`src/rtl/usb_defs.sv`:
```
// rtl/usb_defs.sv - shared line-symbol, FSM-state and stuffing constants for the USB receive path
package usb_defs;

    typedef enum logic [1:0] {
        SYM_SE0 = 2'b00,
        SYM_K   = 2'b01,
        SYM_J   = 2'b10,
        SYM_SE1 = 2'b11
    } sym_t;

    typedef enum logic [1:0] {
        IDLE = 2'd0,
        SYNC = 2'd1,
        DATA = 2'd2,
        EOP  = 2'd3
    } state_t;

    localparam logic [2:0] STUFF_LIMIT    = 3'd6;
    localparam logic [2:0] SYNC_MIN_ZEROS = 3'd3;

    function automatic logic is_jk(input sym_t s);
        return (s == SYM_J) || (s == SYM_K);
    endfunction

endpackage

```
`src/rtl/usb_rx_dpll.sv`:
```
// rtl/usb_rx_dpll.sv - 4x phase counter that realigns on line edges and samples the D+/D- symbol
module usb_rx_dpll
    import usb_defs::*;
#(
    parameter int SAMPLE_PHASE = 2
) (
    input  logic clk,
    input  logic rst,
    input  logic dp,
    input  logic dn,
    input  logic chg,
    output logic strobe,
    output sym_t sample,
    output sym_t sym
);

    localparam logic [1:0] SAMPLE_AT = 2'(SAMPLE_PHASE);

    logic [1:0] phase;
    logic [1:0] phase_eff;

    // An edge counts as phase 0 in its own cycle, so it wins over the natural wrap.
    assign phase_eff = chg ? 2'd0 : phase;
    assign strobe    = (phase_eff == SAMPLE_AT);
    assign sample    = sym_t'({dp, dn});

    always_ff @(posedge clk or posedge rst) begin
        if (rst) begin
            phase <= 2'd0;
            sym   <= SYM_SE0;
        end else begin
            phase <= phase_eff + 2'd1;
            if (strobe) begin
                sym <= sample;
            end
        end
    end

endmodule

```
`src/rtl/usb_rx_bitdec.sv`:
```
// rtl/usb_rx_bitdec.sv - full-speed USB receive bit decoder: NRZI, unstuffing, SYNC/EOP framing, bus reset
module usb_rx_bitdec
    import usb_defs::*;
#(
    parameter int SAMPLE_PHASE = 2,
    parameter int RESET_CYCLES = 120
) (
    input  logic       clk,
    input  logic       rst,
    input  logic       phy_rx_dp,
    input  logic       phy_rx_dn,
    input  logic       phy_rx_chg,
    input  logic       en,
    output logic [1:0] ll_sym,
    output logic       ll_bit,
    output logic       ll_valid,
    output logic       ll_sop,
    output logic       ll_eop,
    output logic       ll_err,
    output logic       usb_reset
);

    localparam int               RCW     = $clog2(RESET_CYCLES + 1);
    localparam logic [RCW-1:0]   RST_LIM = RCW'(RESET_CYCLES);

    logic strobe;
    sym_t sample;
    sym_t sym;

    usb_rx_dpll #(
        .SAMPLE_PHASE(SAMPLE_PHASE)
    ) u_dpll (
        .clk   (clk),
        .rst   (rst),
        .dp    (phy_rx_dp),
        .dn    (phy_rx_dn),
        .chg   (phy_rx_chg),
        .strobe(strobe),
        .sample(sample),
        .sym   (sym)
    );

    assign ll_sym = sym;

    state_t     state, state_n;
    sym_t       prev, prev_n;
    logic [2:0] zero_cnt, zero_n;
    logic [2:0] ones_cnt, ones_n;
    logic [1:0] se0_cnt, se0_n;
    logic       bit_n, valid_n, sop_n, eop_n, err_n;
    logic       nrzi;

    always_ff @(posedge clk or posedge rst) begin
        if (rst) begin
            state    <= IDLE;
            prev     <= SYM_J;
            zero_cnt <= 3'd0;
            ones_cnt <= 3'd0;
            se0_cnt  <= 2'd0;
            ll_bit   <= 1'b0;
            ll_valid <= 1'b0;
            ll_sop   <= 1'b0;
            ll_eop   <= 1'b0;
            ll_err   <= 1'b0;
        end else begin
            state    <= state_n;
            prev     <= prev_n;
            zero_cnt <= zero_n;
            ones_cnt <= ones_n;
            se0_cnt  <= se0_n;
            ll_bit   <= bit_n;
            ll_valid <= valid_n;
            ll_sop   <= sop_n;
            ll_eop   <= eop_n;
            ll_err   <= err_n;
        end
    end

    always_comb begin
        state_n = state;
        prev_n  = prev;
        zero_n  = zero_cnt;
        ones_n  = ones_cnt;
        se0_n   = se0_cnt;
        bit_n   = ll_bit;
        valid_n = 1'b0;
        sop_n   = 1'b0;
        eop_n   = 1'b0;
        err_n   = 1'b0;
        nrzi    = (sample == prev);

        if (!en) begin
            state_n = IDLE;
            prev_n  = SYM_J;
            ones_n  = 3'd0;
        end else if (strobe) begin
            if (is_jk(sample)) begin
                prev_n = sample;
            end
            case (state)
                IDLE: begin
                    if (sample == SYM_K) begin
                        state_n = SYNC;
                        zero_n  = 3'd1;
                    end
                end
                SYNC: begin
                    if (is_jk(sample)) begin
                        if (!nrzi) begin
                            zero_n = (zero_cnt == 3'd7) ? 3'd7 : zero_cnt + 3'd1;
                        end else if (zero_cnt >= SYNC_MIN_ZEROS) begin
                            // The closing KK of SYNC is already a run of one 1 for stuffing.
                            sop_n   = 1'b1;
                            state_n = DATA;
                            ones_n  = 3'd1;
                        end else begin
                            state_n = IDLE;
                        end
                    end else begin
                        err_n   = (sample == SYM_SE1);
                        state_n = IDLE;
                    end
                end
                DATA: begin
                    if (is_jk(sample)) begin
                        if (ones_cnt == STUFF_LIMIT) begin
                            if (nrzi) begin
                                err_n   = 1'b1;
                                state_n = IDLE;
                            end else begin
                                ones_n = 3'd0;
                            end
                        end else begin
                            valid_n = 1'b1;
                            bit_n   = nrzi;
                            ones_n  = nrzi ? ones_cnt + 3'd1 : 3'd0;
                        end
                    end else if (sample == SYM_SE0) begin
                        state_n = EOP;
                        se0_n   = 2'd1;
                    end else begin
                        err_n   = 1'b1;
                        state_n = IDLE;
                    end
                end
                EOP: begin
                    if (sample == SYM_SE0) begin
                        if (se0_cnt == 2'd2) begin
                            err_n   = 1'b1;
                            state_n = IDLE;
                        end else begin
                            se0_n = se0_cnt + 2'd1;
                        end
                    end else if (sample == SYM_J) begin
                        eop_n   = 1'b1;
                        state_n = IDLE;
                    end else begin
                        err_n   = 1'b1;
                        state_n = IDLE;
                    end
                end
                default: state_n = IDLE;
            endcase
        end
    end

    logic [RCW-1:0] se0_clks;
    logic [RCW-1:0] se0_clks_inc;

    // Bus reset watches the raw line every clk, independent of sampling and of en.
    assign se0_clks_inc = (se0_clks == RST_LIM) ? se0_clks : se0_clks + 1'b1;

    always_ff @(posedge clk or posedge rst) begin
        if (rst) begin
            se0_clks  <= '0;
            usb_reset <= 1'b0;
        end else if (!phy_rx_dp && !phy_rx_dn) begin
            se0_clks  <= se0_clks_inc;
            usb_reset <= (se0_clks_inc == RST_LIM);
        end else begin
            se0_clks  <= '0;
            usb_reset <= 1'b0;
        end
    end

endmodule

```
`config.mk`:
```
export PLATFORM = sky130hd
export DESIGN_NAME = usb_rx_bitdec
export DESIGN_NICKNAME = d
export VERILOG_FILES = /design/src/rtl/usb_defs.sv /design/src/rtl/usb_rx_dpll.sv /design/src/rtl/usb_rx_bitdec.sv
export SDC_FILE = /design/constraint.sdc
export NUM_CORES = 1
export LEC_CHECK = 0
export CORE_AREA = 5 5 64 66
export DETAILED_ROUTE_END_ITERATION = 8
export DIE_AREA = 0 0 69 71
export HOLD_SLACK_MARGIN = 0.15
export PLACE_DENSITY = 0.73
export SYNTH_ARGS = -nofsm -noshare
export SYNTH_HDL_FRONTEND = slang
export SYNTH_SLANG_ARGS = --single-unit
```
`constraint.sdc`:
```
create_clock -name clk -period 1.9 [get_ports clk]
set_clock_uncertainty 0.2 [all_clocks]
set_input_delay 0.285 -clock clk [delete_from_list [all_inputs] [get_ports clk]]
set_output_delay 0.285 -clock clk [all_outputs]
set_load 0.1 [all_outputs]
```
* After elaboration in Yosys (flattened, before gate mapping) *
Index checks and enable logic that the tools add are counted.

storage, ports and cells
  bits in registers = 29
  input bits = 6

operators by class
  add/subtract/negate cells = 5
  magnitude comparators = 1
  equality and inequality tests = 33
  muxes and demuxes = 67
  bitwise operators = 1
  reduce and logical (&&, ||, !) cells = 14

operators with widths
  kind                   count
  $mux W2                20
  $mux W3                13
  $mux W1                27
  $ne A4 B4 Y1 const B   5
  $ne A3 B3 Y1 const B   5
  $eq A7 B7 Y1 const B   2
  $mux W7                2
  $ne A2 B2 Y1 const B   7
  $reduce_and A7 Y1      2
  $eq A2 B2 Y1 const B   6
  $pmux W3 S2            2
  $reduce_and A6 Y1      2
  $pmux W2 S4            1
  $add A7 B1 Y7 const B  1
  $add A3 B1 Y3 const B  2
  $eq A3 B3 Y1 const B   2
  $reduce_and A5 Y1      1
  $add A2 B1 Y2 const B  2
  $eq A2 B1 Y1 const B   2
  $logic_not A2 Y1       2
  $ne A2 B1 Y1 const B   2
  $pmux W2 S2            1
  $reduce_bool A2 Y1     2
  $ge A3 B2 Y1 const B   1
  other kinds (8)        9

* Longest topological paths before layout *
Gate-level depths: netlist of the first run.

  depth after elaboration = 7
  mapped depth = 7
  mapped depth without buffers = 6

* Cells and area by module *
A second synthesis of the first run with hierarchy kept.

unflattened totals
  cell total of the unflattened synthesis = 185
  area total of the unflattened synthesis = 1813.0 µm²

by module, submodules not included
  module         times used  cells an instance  area an instance (µm²)  sequential area each (µm²)
  usb_rx_bitdec  1           170                1616.6                  626.9
  usb_rx_dpll    1           15                 196.4                   100.1

* Worst setup path before layout of the first run *
Ideal clock, no wire load.

  path kind = register -> register
  start point = register zero_cnt[0]
  end point = register ones_cnt[0]
  arrival time = 1574 ps
  data required time = 1569 ps
  slack = -6 ps
  stages on the path, launching flop included = 5
  path buffers = 0
  clock period less this slack = 1906 ps
  cell sequence = dfrtp_1 > ha_1 > a211oi_1 > nor4_2 > or3_1

on the way
  longest elaborated chain between the ends = 3

ends and longest elaborated chain
  element                             RTL line              text
  from (decl)                         usb_rx_bitdec.sv:47   logic [2:0] zero_cnt, zero_n;
  from (signal assigned)              usb_rx_bitdec.sv:68   zero_cnt <= zero_n;
  $ge A3 B2 Y1                        usb_rx_bitdec.sv:111  end else if (zero_cnt >= SYNC_MIN_ZEROS) begin
  $ne A3 B3 Y1 (no source line)       n/a
  $reduce_and A7 Y1 (no source line)  n/a
  to (signal assigned)                usb_rx_bitdec.sv:69   ones_cnt <= ones_n;
  to (decl)                           usb_rx_bitdec.sv:48   logic [2:0] ones_cnt, ones_n;

No other way between the ends.
A chain may end at the register's enable or synchronous reset.

* Final worst setup path of the first run *
  start point = register zero_cnt[1]
  end point = register ones_cnt[0]

Same word-level chain as after synthesis.

==> results of run 1 <==
power by group:
part           leakage [nW]  internal, mW  switching, mW
sequential            0.383         0.650         0.0320
clock                0.0445         0.313          0.240
combinational         0.763         0.193          0.247
worst min-delay path by stage:
stage | to | cells past startpoint
2_1_floorplan | ll_bit | 1
3_3_place_gp | prev[1] | 2
3_5_place_dp | prev[1] | 2
4_1_cts | u_dpll.sym[0] | 3
5_1_grt | u_dpll.sym[0] | 3
6_report | ones_cnt[1] | 1
placed cells by master, fill, tap and decap left out, drive strengths merged, types with 3 or more instances in the layout:
cell           netlist  routed
a21boi               4       4
a31oi                5       5
and2                 5       5
and3                 3       3
buf                  4      50
clkbuf               3       6
clkdlybuf4s50        0       4
dfrtp               28      28
ha                  13      13
inv                 12      12
mux2i                4       4
nand2               16      16
nand2b               4       4
nand3                6       6
nor2                 7       7
nor2b                6       6
nor3                 3       3
nor4                 3       3
o21ai                6       6
o41ai                3       3
or3                  4       4
xnor2                5       5
xor2                 4       4
cell usage after synthesis, drive strengths merged:
library cell / number
a211o: 1
a211oi: 2
a21boi: 4
a21oi: 2
a221oi: 1
a22o: 1
a22oi: 1
a31oi: 5
a32o: 1
a32oi: 1
and2: 5
and3: 3
and3b: 1
buf: 4
clkbuf: 3
dfrtp: 28
dfstp: 1
ha: 13
inv: 12
mux2: 2
mux2i: 4
nand2: 16
nand2b: 4
nand3: 6
nand3b: 2
nand4: 2
nand4b: 1
nor2: 7
nor2b: 6
nor3: 3
nor4: 3
o211a: 1
o211ai: 1
o21ai: 6
o21bai: 1
o311ai: 1
o31ai: 1
o32ai: 1
o41ai: 3
or3: 4
xnor2: 5
xor2: 4
stage by stage:
step | setup TNS, ps | std cells
floorplan | 0 | 173
global placement | -4510 | 266
detailed placement | -5550 | 266
CTS | -27.5 | 275
global route | -154 | 278
finish | -1.66 | 278
worst reg2reg max path, cell delays in order (launching register included):
cell and delay (ps):
sky130_fd_sc_hd__dfrtp_1 420, sky130_fd_sc_hd__ha_4 170, sky130_fd_sc_hd__a211oi_4 50, sky130_fd_sc_hd__buf_6 130
sky130_fd_sc_hd__o41ai_4 380, sky130_fd_sc_hd__a31oi_1 120, sky130_fd_sc_hd__or3_1 320
area by class of cell:
type                       count  area, um2  share of cell area [%]
timing repair buffer          56        542                    21.4
clock buffer                   6       51.3                    2.03
sequential                    29        727                    28.8
inverter                      12       45.0                    1.78
multi-input combinational    125       1060                    42.1
clock inverter                 2       37.5                    1.49
tap                           48       60.1                    2.38
what timing repair did:
| item | 4_1_cts | 5_1_grt |
|---|---|---|
| gates resized for setup | 5 | 21 |
| hold buffers | 1 | 0 |
| endpoints found under the hold margin | 28 | 0 |
| setup endpoints to repair | 8 | 13 |
| pin swaps | 0 | 9 |
| buffers inserted | 0 | 3 |
kinds of logic after synthesis:
group	after synthesis
simple gates	63
flops	29
fa+ha+maj	13
buf+inv	19
mux	6
xor+xnor	9
compound gates	34
sequential cells by signal (all words and copies together), names as in the netlist, 2 cells and up:
register	count
state	2
se0_cnt	2
zero_cnt	3
se0_clks	7
u_dpll.phase	2
prev	2
ones_cnt	3
u_dpll.sym	2
routing by layer:
| metal | GRT usage (%) | routed length (um) | up-vias | share of wire (%) |
|---|---|---|---|---|
| li1 | - | - | 728 | - |
| met1 | 23.3 | 1850 | 755 | 41 |
| met2 | 30.9 | 2250 | 43 | 50 |
| met3 | 5.97 | 228 | 14 | 5.1 |
| met4 | 8.89 | 141 | 0 | 3.2 |
| met5 | 0 | 0 | - | 0 |
==> impl_metrics.sql, run 1 <==
INSERT INTO impl_metrics (metric_group, metric, value, unit) VALUES
('yosys', 'main_combinational_cell_family_by_area_after_synthesis', 'simple AND/OR/NAND/NOR gates', ''),
('sta', 'worst_slack', '-1.66', 'ps'),
('power', 'fin_total_pwr', '1.68', 'mW'),
('setup_path', 'endpoint_of_the_most_critical_setup_path', 'ones_cnt[0]', ''),
('setup_path', 'rr_worst_depth', '6', ''),
('sta', 'finalSetupViolations', '1', ''),
('power', 'power.ir.vdd_worst', '0.000741', 'V'),
('floorplanning', 'fp.dieH', '71', 'um'),
('cells_and_area', 'antennaDiodeCount', '0', ''),
('setup_path', 'criticalPathCategory', 'reg2reg', ''),
('setup_path', 'path_length_in_cells_of_the_critical_path', '6', ''),
('power', 'powerDensity', '663', 'mW/mm2'),
('drt', 'drt_drc_violations_left', '0', ''),
('floorplanning', 'initial_utilization', '48.9', '%'),
('yosys', 'post_synth_instance_area', '0.00172', 'mm2'),
('setup_path', 'cp_max_fo', '3', ''),
('sta', 'timing.final.crit_share', '100', '%'),
('yosys', 'synthXorXnorAreaFrac', '4.57', '%'),
('drt', 'vias', '1540', ''),
('setup_path', 'crit_path_top_delay_cell', 'sky130_fd_sc_hd__dfrtp_1', ''),
('grt', 'antenna_found_initial', '0', ''),
('yosys', 'synthAdderAreaFrac', '9.43', '%'),
('yosys', 'yosys_warnings', '0', ''),
('yosys', 'synth.top_cells.by_area', 'sky130_fd_sc_hd__dfrtp_1 41%, sky130_fd_sc_hd__ha_1 9.4%, sky130_fd_sc_hd__nand2_1 3.5%, sky130_fd_sc_hd__inv_1 2.6%, sky130_fd_sc_hd__xnor2_1 2.5%', ''),
('setup_path', 'setup.worst_path.end_class', 'register', ''),
('drt', 'firstDrtPassIters', '5', ''),
('setup_path', 'cp.required', '1920', 'ps'),
('clock_tree', 'cts_root_buf', 'sky130_fd_sc_hd__clkbuf_4', ''),
('yosys', 'postSynthRegisterBits', '29', ''),
('setup_path', 'timing.critical_path.from_type', 'register', ''),
('clock_tree', 'worstSkewPairLatency', '340', 'ps'),
('drt', 'routed_wire_length_per_instance', '16.1', 'um'),
('hold_path', 'min_path_type', 'reg2reg', ''),
('setup_path', 'cp_top_family', 'compound AO/OA/AOI/OAI gates', ''),
('sta', 'period_minus_ws_final', '1900', 'ps'),
('grt', 'globalRoute.totalOverflow', '0', ''),
('status', 'failed_checks', 'negative setup slack', ''),
('placement', 'routability_congestion_estimate_from_global_placement', '0.931', ''),
('yosys', 'netlist.area_leader.share', '40.6', '%'),
('floorplanning', 'core', '0.00352', 'mm2'),
('yosys', 'synthesis.instances', '173', ''),
('clock_tree', 'clk_pin_slew_worst_setup_hold_paths', '100', 'ps'),
('floorplanning', 'floorplan.rows', '22', ''),
('clock_tree', 'number_of_levels_the_h_tree_was_split_into', '2', ''),
('sta', 'timing_max_transition_violations_final', '0', ''),
('grt', 'grt_first_pass_wirelength', '7510', 'um'),
('setup_path', 'slowest_delay', '420', 'ps'),
('hold_path', 'worst_hold_startpoint', 'ones_cnt[1]', ''),
('clock_tree', 'clk_path_buf_depth', '2', ''),
('yosys', 'yosys.area_share.simple', '20.5', '%'),
('setup_path', 'regToRegEndpoint', 'ones_cnt[0]', ''),
('status', 'outcome', 'finished with violations', ''),
('clock_tree', 'numCtsBuffers', '5', ''),
('cells_and_area', 'postLayoutCellArea', '0.00253', 'mm2'),
('power', 'leakagePower', '1.19', 'nW'),
('sta', 'fmax', '526', 'MHz'),
('grt', 'grtUsageTotal', '19.1', '%'),
('cells_and_area', 'area_growth', '46.5', '%'),
('drt', 'remaining_number_of_nets_flagged_by_the_antenna_check_after_routing', '0', ''),
('drt', 'detail_route.wirelength', '4470', 'um'),
('sta', 'max_slew_margin', '66.4', '%'),
('sta', 'fin_hold_viols', '0', ''),
('yosys', 'synth_fp_nets', '192', ''),
('yosys', 'post_synth_mux_area_share', '3.63', '%'),
('run', 'max_cap_violations', '0', ''),
('setup_path', 'worst_reg_to_reg_setup_slack', '-2', 'ps'),
('floorplanning', 'die_width', '69', 'um'),
('cells_and_area', 'filler_cell_count', '268', ''),
('yosys', 'synth-seq-area-share', '42.2', '%'),
('drt', 'vias_per_cell', '5.54', ''),
('placement', 'placed_cell_area', '0.00226', 'mm2');
Note: power is estimated with default switching activity, not from simulation.
==> inputs of run 2 (changes only) <==
- CORE_AREA: 5 5 64 66 -> 5 5 55 77
- DIE_AREA: 0 0 69 71 -> 0 0 60 82
==> run 2 against run 1 <==
  * The run now ends clean
  * Via count shrank 1.2%
  * Critical endpoint is now ones_cnt[1]
  * Register-to-register slack gained 30 ps
  * Sequential power grew 0.9%
  * Cell count shrank 3.6%
  * Highest routed layer unchanged
  * Critical path type unchanged
  * Combinational power shrank 3%
  * Hold slack lost 190 ps
  * Global-route usage grew 0.37 points
  * Power shrank 5.4%
  * Worst setup slack gained 31 ps
  * First-iteration DRC count shrank 50%
  * Core utilization shrank 1.6 points
==> impl_metrics.sql, run 2 (synthesized netlist as in run 1, its figures left out) <==
INSERT INTO impl_metrics (metric_group, metric, value, unit) VALUES
('status', 'outcome', 'finished clean', ''),
('power', 'clock_network_power_share', '29.7', '%'),
('power', 'leakagePower', '1.17', 'nW'),
('power', 'power.internal', '1.10', 'mW'),
('hold_path', 'min_path_type', 'in2async', ''),
('sta', 'timing.final.crit_share', '98.4', '%'),
('drt', 'detailedRoute.firstIterationViolations', '56', ''),
('floorplanning', 'area_of_the_die', '0.00492', 'mm2'),
('sta', 'fin_hold_viols', '0', ''),
('setup_path', 'critPathArrivalTime', '1830', 'ps'),
('cells_and_area', 'area_growth', '42.7', '%'),
('sta', 'max_slew_margin', '75.7', '%'),
('drt', 'drt_drc_violations_left', '0', ''),
('grt', 'grt_first_pass_wirelength', '7160', 'um'),
('floorplanning', 'die_width', '60', 'um'),
('drt', 'routed_wire_length_per_instance', '16.2', 'um'),
('power', 'p_seq_share', '43.4', '%'),
('cells_and_area', 'fin_util', '70.0', '%'),
('floorplanning', 'initial_utilization', '49.1', '%'),
('floorplanning', 'io-pin-count', '14', ''),
('floorplanning', 'core', '0.00351', 'mm2'),
('floorplanning', 'floorplan.rows', '26', ''),
('grt', 'grt_pass1_vias', '1645', ''),
('cells_and_area', 'largest_register_ff_count', '7', ''),
('setup_path', 'cp.required', '1860', 'ps'),
('clock_tree', 'numClockSinks', '29', ''),
('grt', 'pin_count_of_the_biggest_net_entering_global_routing', '30', ''),
('sta', 'timing_max_transition_violations_final', '0', ''),
('cells_and_area', 'top_register', 'se0_clks', ''),
('grt', 'globalRoute.totalOverflow', '0', ''),
('clock_tree', 'tritoncts', 'done', ''),
('placement', 'dp.final_hpwl', '3100', 'um'),
('drt', 'firstDrtPassIters', '4', ''),
('cells_and_area', 'commonest_non_fill_non_tap_cell_in_the_layout', 'sky130_fd_sc_hd__buf_4', ''),
('drt', 'vias', '1522', ''),
('sta', 'worst_slack', '29.6', 'ps'),
('placement', 'place_inst', '255', ''),
('clock_tree', 'numCtsBuffers', '5', ''),
('cells_and_area', 'antennaDiodeCount', '0', ''),
('power', 'powerDensity', '644', 'mW/mm2'),
('cells_and_area', 'final_net_count', '244', ''),
('setup_path', 'criticalPathCategory', 'reg2reg', ''),
('sta', 'worst_hold_slack', '178', 'ps'),
('setup_path', 'cp_max_fo', '6', ''),
('sta', 'grt_setup_unrepaired', 'true', ''),
('clock_tree', 'clk_path_buf_depth', '2', ''),
('power', 'power.ir.vdd_worst', '0.000699', 'V'),
('power', 'combinationalPowerShare', '26.9', '%'),
('drt', 'detail_route.wirelength', '4330', 'um'),
('clock_tree', 'clk_pin_slew_worst_setup_hold_paths', '60', 'ps'),
('placement', 'io_buffer_count', '13', ''),
('clock_tree', 'cts_root_buf', 'sky130_fd_sc_hd__clkbuf_8', ''),
('cells_and_area', 'post_route_cells_drive_above_1_share', '33.2', '%'),
('setup_path', 'timing.critical_path.from_type', 'register', ''),
('drt', 'remaining_number_of_nets_flagged_by_the_antenna_check_after_routing', '0', ''),
('sta', 'period_minus_ws_final', '1870', 'ps'),
('sta', 'fmax', '535', 'MHz'),
('cells_and_area', 'most-common-layout-cells', '36 x sky130_fd_sc_hd__buf_4, 28 x sky130_fd_sc_hd__dfrtp_1, 15 x sky130_fd_sc_hd__nand2_1, 10 x sky130_fd_sc_hd__inv_1, 10 x sky130_fd_sc_hd__ha_1', ''),
('power', 'switching_power', '486', 'uW'),
('clock_tree', 'worstSkewPairLatency', '270', 'ps'),
('cells_and_area', 'final_cells', '268', ''),
('sta', 'worst_slew_pin_slew', '362', 'ps'),
('clock_tree', 'number_of_levels_the_h_tree_was_split_into', '2', ''),
('floorplanning', 'fp.dieH', '82', 'um'),
('drt', 'vias_per_cell', '5.68', ''),
('run', 'max_cap_violations', '0', ''),
('placement', 'preCtsSetupSlack', '-425', 'ps'),
('placement', 'routability_congestion_estimate_from_global_placement', '0.892', ''),
('clock_tree', 'postCtsHoldBufs', '0', ''),
('cells_and_area', 'largest_registers', 'se0_clks (7), ones_cnt (3), zero_cnt (3)', ''),
('grt', 'grtUsageTotal', '19.5', '%'),
('grt', 'antenna_found_initial', '0', ''),
('sta', 'finalSetupViolations', '0', ''),
('power', 'switching_share', '30.7', '%'),
('setup_path', 'setup.worst_path.end_class', 'register', '');
run 2: cell type report:
type | count | area (um2)
Sequential cell | 29 | 727
Clock buffer | 8 | 80.1
Multi-Input combinational cell | 125 | 1040
Tap cell | 42 | 52.6
Timing Repair Buffer | 52 | 515
Inverter | 12 | 45.0
Fill cell | 264 | 1050
run 2: power by group through the flow:
stage / Sequential (mW) / Clock, mW / Combinational, mW
2_1_floorplan: 0.789 / 0 / 0.116
3_3_place_gp: 0.689 / 0 / 0.389
3_5_place_dp: 0.692 / 0 / 0.397
4_1_cts: 0.685 / 0.485 / 0.409
5_1_grt: 0.693 / 0.525 / 0.454
6_report: 0.688 / 0.470 / 0.427
run 2: repair_timing:
action,CTS,global route
setup endpoints to repair,12,12
pin swaps,3,8
gates resized for setup,11,16
buffers inserted,1,4
run 2: critical path, cell delays in order (launching register included):
cell,delay (ps)
sky130_fd_sc_hd__dfrtp_1,540
sky130_fd_sc_hd__nand2b_4,140
sky130_fd_sc_hd__o41ai_4,430
sky130_fd_sc_hd__a21boi_1,140
sky130_fd_sc_hd__a211o_1,300
run 2: metrics by stage:
stage | power, mW | TNS, ps | area, um2
floorplan | 0.906 | 0 | 1730
global placement | 1.08 | -4070 | 2220
detailed placement | 1.09 | -4800 | 2220
CTS | 1.58 | -210 | 2350
finish | 1.58 | 0 | 2460
global route | 1.67 | -85.1 | 2460
run 2: path summary, 6_finish.rpt:
check	slack [ps]	depth (start not counted)	endpoint	startpoint
setup / recovery	30	4	ones_cnt[1]	state[0]
hold / removal	180	3	se0_clks[2]	rst
setup reg to reg	30	4	ones_cnt[1]	state[0]
hold reg to reg	280	1	u_dpll.phase[0]	u_dpll.phase[0]
max in group asynchronous	1010	3	prev[1]	rst
min in group clk	200	3	prev[1]	phy_rx_dp
run 2: routing by layer:
layer | wire length [um] | vias to the layer above | share of wire [%] | track usage [%]
li1 | - | 724 | - | -
met2 | 2410 | 47 | 56 | 34.5
met4 | 97 | 0 | 2.2 | 10.6
met5 | 0 | - | 0 | 0
met1 | 1610 | 740 | 37 | 19.6
met3 | 208 | 11 | 4.8 | 6.29
==> inputs of run 3 (changes only) <==
- PLACE_DENSITY: 0.73 -> 0.75
==> run 3 against run 2 <==
  * The run now ends with negative setup slack left
  * Via count increased by 1.7%
  * Non-clock buffer count increased by 1
  * First-iteration DRC count increased by 11%
  * Power increased by 13%
  * Core utilization increased by 2.1 points
  * Largest power group unchanged
==> impl_metrics.sql, run 3 (synthesized netlist as in run 1, its figures left out) <==
INSERT INTO impl_metrics (metric_group, metric, value, unit) VALUES
('cells_and_area', 'antennaDiodeCount', '0', ''),
('status', 'outcome', 'finished with violations', ''),
('run', 'max_cap_violations', '0', ''),
('power', 'power.ir.vdd_worst', '0.000717', 'V'),
('cells_and_area', 'largest_register_ff_count', '7', ''),
('setup_path', 'worstReg2RegStart', 'prev[1]', ''),
('drt', 'detailedRoute.firstIterationViolations', '62', ''),
('setup_path', 'critPathArrivalTime', '1940', 'ps'),
('clock_tree', 'numCtsBuffers', '5', ''),
('floorplanning', 'floorplan.rows', '26', ''),
('clock_tree', 'tritoncts', 'done', ''),
('clock_tree', 'clk_pin_slew_worst_setup_hold_paths', '60', 'ps'),
('setup_path', 'rr_worst_depth', '5', ''),
('drt', 'detail_route.wirelength', '4880', 'um'),
('placement', 'routability_congestion_estimate_from_global_placement', '0.924', ''),
('cells_and_area', 'seq_area', '728', 'um2'),
('status', 'failed_checks', 'negative setup slack', ''),
('floorplanning', 'die_width', '60', 'um'),
('power', 'powerDensity', '709', 'mW/mm2'),
('cells_and_area', 'area_used_by_multi_input_combinational_logic', '0.00108', 'mm2'),
('setup_path', 'criticalPathCategory', 'in2reg', ''),
('sta', 'finalSetupViolations', '1', ''),
('setup_path', 'cp_top_family', 'simple AND/OR/NAND/NOR gates', ''),
('drt', 'routed_wire_length_per_instance', '18.1', 'um'),
('hold_path', 'min_path_type', 'in2async', ''),
('power', 'switching_power', '527', 'uW'),
('setup_path', 'timing.critical_path.from_type', 'primary input', ''),
('grt', 'grt_first_pass_wirelength', '7820', 'um'),
('clock_tree', 'number_of_levels_the_h_tree_was_split_into', '2', ''),
('cells_and_area', 'final_cells', '269', ''),
('setup_path', 'worst_reg_to_reg_setup_slack', '70', 'ps'),
('setup_path', 'endpoint_of_the_most_critical_setup_path', 'ones_cnt[0]', ''),
('drt', 'firstDrtPassIters', '4', ''),
('cells_and_area', 'fin_util', '72.2', '%'),
('sta', 'worst_hold_slack', '170', 'ps'),
('setup_path', 'cp.required', '1930', 'ps'),
('clock_tree', 'postCtsHoldBufs', '0', ''),
('clock_tree', 'numClockSinks', '29', ''),
('cells_and_area', 'area_growth', '47.0', '%'),
('power', 'clock_network_power_share', '37.1', '%'),
('sta', 'period_minus_ws_final', '1910', 'ps'),
('setup_path', 'critical_path_buf_inv_count', '2', ''),
('power', 'leakagePower', '1.21', 'nW'),
('drt', 'vias_per_cell', '5.75', ''),
('setup_path', 'crit_path_top_delay_cell', 'sky130_fd_sc_hd__clkdlybuf4s50_1', ''),
('grt', 'globalRoute.totalOverflow', '0', ''),
('grt', 'grt_pass1_vias', '1646', ''),
('setup_path', 'crit_start', 'phy_rx_dn', ''),
('clock_tree', 'worstSkewPairLatency', '290', 'ps'),
('power', 'combinationalPowerShare', '24.8', '%'),
('cells_and_area', 'largest_registers', 'se0_clks (7), ones_cnt (3), zero_cnt (3)', ''),
('sta', 'fin_hold_viols', '0', ''),
('placement', 'dp.final_hpwl', '3210', 'um'),
('power', 'power.internal', '1.27', 'mW'),
('grt', 'pin_count_of_the_biggest_net_entering_global_routing', '30', ''),
('clock_tree', 'clk_path_buf_depth', '2', ''),
('floorplanning', 'io-pin-count', '14', ''),
('cells_and_area', 'post_route_cells_drive_above_1_share', '37.9', '%'),
('setup_path', 'slowest_delay', '480', 'ps'),
('sta', 'grt_setup_unrepaired', 'true', ''),
('grt', 'antenna_found_initial', '0', ''),
('floorplanning', 'area_of_the_die', '0.00492', 'mm2'),
('drt', 'vias', '1548', ''),
('cells_and_area', 'commonest_non_fill_non_tap_cell_in_the_layout', 'sky130_fd_sc_hd__buf_4', ''),
('sta', 'worst_slack', '-10.5', 'ps'),
('clock_tree', 'cts_root_buf', 'sky130_fd_sc_hd__clkbuf_8', ''),
('setup_path', 'regToRegEndpoint', 'zero_cnt[1]', ''),
('power', 'switching_share', '29.3', '%'),
('setup_path', 'path_length_in_cells_of_the_critical_path', '7', ''),
('cells_and_area', 'most-common-layout-cells', '39 x sky130_fd_sc_hd__buf_4, 27 x sky130_fd_sc_hd__dfrtp_1, 14 x sky130_fd_sc_hd__nand2_1, 11 x sky130_fd_sc_hd__inv_1, 10 x sky130_fd_sc_hd__ha_1', ''),
('floorplanning', 'initial_utilization', '49.1', '%'),
('power', 'p_seq_share', '38.1', '%'),
('sta', 'worst_slew_pin_slew', '378', 'ps'),
('sta', 'max_slew_margin', '74.7', '%'),
('sta', 'timing.final.crit_share', '101', '%'),
('floorplanning', 'fp.dieH', '82', 'um'),
('setup_path', 'cp_max_fo', '4', ''),
('cells_and_area', 'final_net_count', '245', ''),
('placement', 'io_buffer_count', '13', ''),
('placement', 'place_inst', '260', ''),
('drt', 'drt_drc_violations_left', '0', ''),
('cells_and_area', 'filler_cell_count', '241', ''),
('sta', 'timing_max_transition_violations_final', '0', ''),
('power', 'fin_total_pwr', '1.80', 'mW'),
('grt', 'grtUsageTotal', '21.9', '%'),
('sta', 'fmax', '523', 'MHz'),
('cells_and_area', 'top_register', 'se0_clks', ''),
('drt', 'remaining_number_of_nets_flagged_by_the_antenna_check_after_routing', '0', ''),
('setup_path', 'worstPathCellList', 'clkdlybuf4s50_1, inv_1, ha_4, nand3b_1, or3_4, nor3_2, or3_1', ''),
('floorplanning', 'core', '0.00351', 'mm2'),
('setup_path', 'setup.worst_path.end_class', 'register', '');
==> run 3: layer usage <==
metal	vias to the layer above	routed length, um	global-route usage, %	share of wire [%]
li1	717	-	-	-
met4	0	184	12.6	3.8
met5	-	0	0	0
met3	16	156	5.97	3.2
met1	779	1730	21.3	35
met2	36	2810	40.0	58
==> run 3: layout make-up <==
cell class | instances | area share, %
Timing Repair Buffer | 53 | 20.2
Sequential cell | 29 | 28.7
Inverter | 12 | 1.78
Tap cell | 42 | 2.07
Clock inverter | 1 | 1.18
Clock buffer | 7 | 3.41
Multi-Input combinational cell | 125 | 42.6
==> run 3: power by group through the flow <==
stage                     clock network, mW  logic, mW  registers, mW
after floorplan                           0      0.116          0.789
after global placement                    0      0.390          0.689
after detailed placement                  0      0.401          0.692
after CTS                             0.682      0.422          0.683
after global routing                  0.704      0.472          0.690
final                                 0.667      0.445          0.686
==> run 3: worst register-to-register path: cells and delay by family, from the launching register on <==
kind	cells	cell delay [ps]
flip-flops	1	590
XOR/XNOR	1	220
AO/OA/AOI/OAI	3	550
buffers and inverters	1	170
==> run 3: worst min-delay path by stage <==
stage                                from  slack [ps]  cells past startpoint              end
after floorplan                       rst         160                      1           ll_bit
after global placement    u_dpll.phase[0]         230                      1  u_dpll.phase[0]
after detailed placement  u_dpll.phase[0]         240                      1  u_dpll.phase[0]
after CTS                             rst         180                      3      se0_clks[4]
after global routing                  rst         220                      3        usb_reset
final                                 rst         170                      3      se0_clks[3]
==> run 3: per-stage QoR <==
step | setup WS (ps) | instance area (um2) | setup TNS (ps)
after floorplan | 102 | 1730 | 0
after global placement | -349 | 2250 | -4170
after detailed placement | -427 | 2250 | -4940
after CTS | 17.9 | 2450 | 0
after global routing | -49.1 | 2530 | -116
final | -10.5 | 2530 | -10.5
==> run 3: what timing repair did <==
action	CTS	global route
pin swaps	4	2
setup endpoints to repair	13	13
setup buffers	1	1
gates resized for setup	17	16
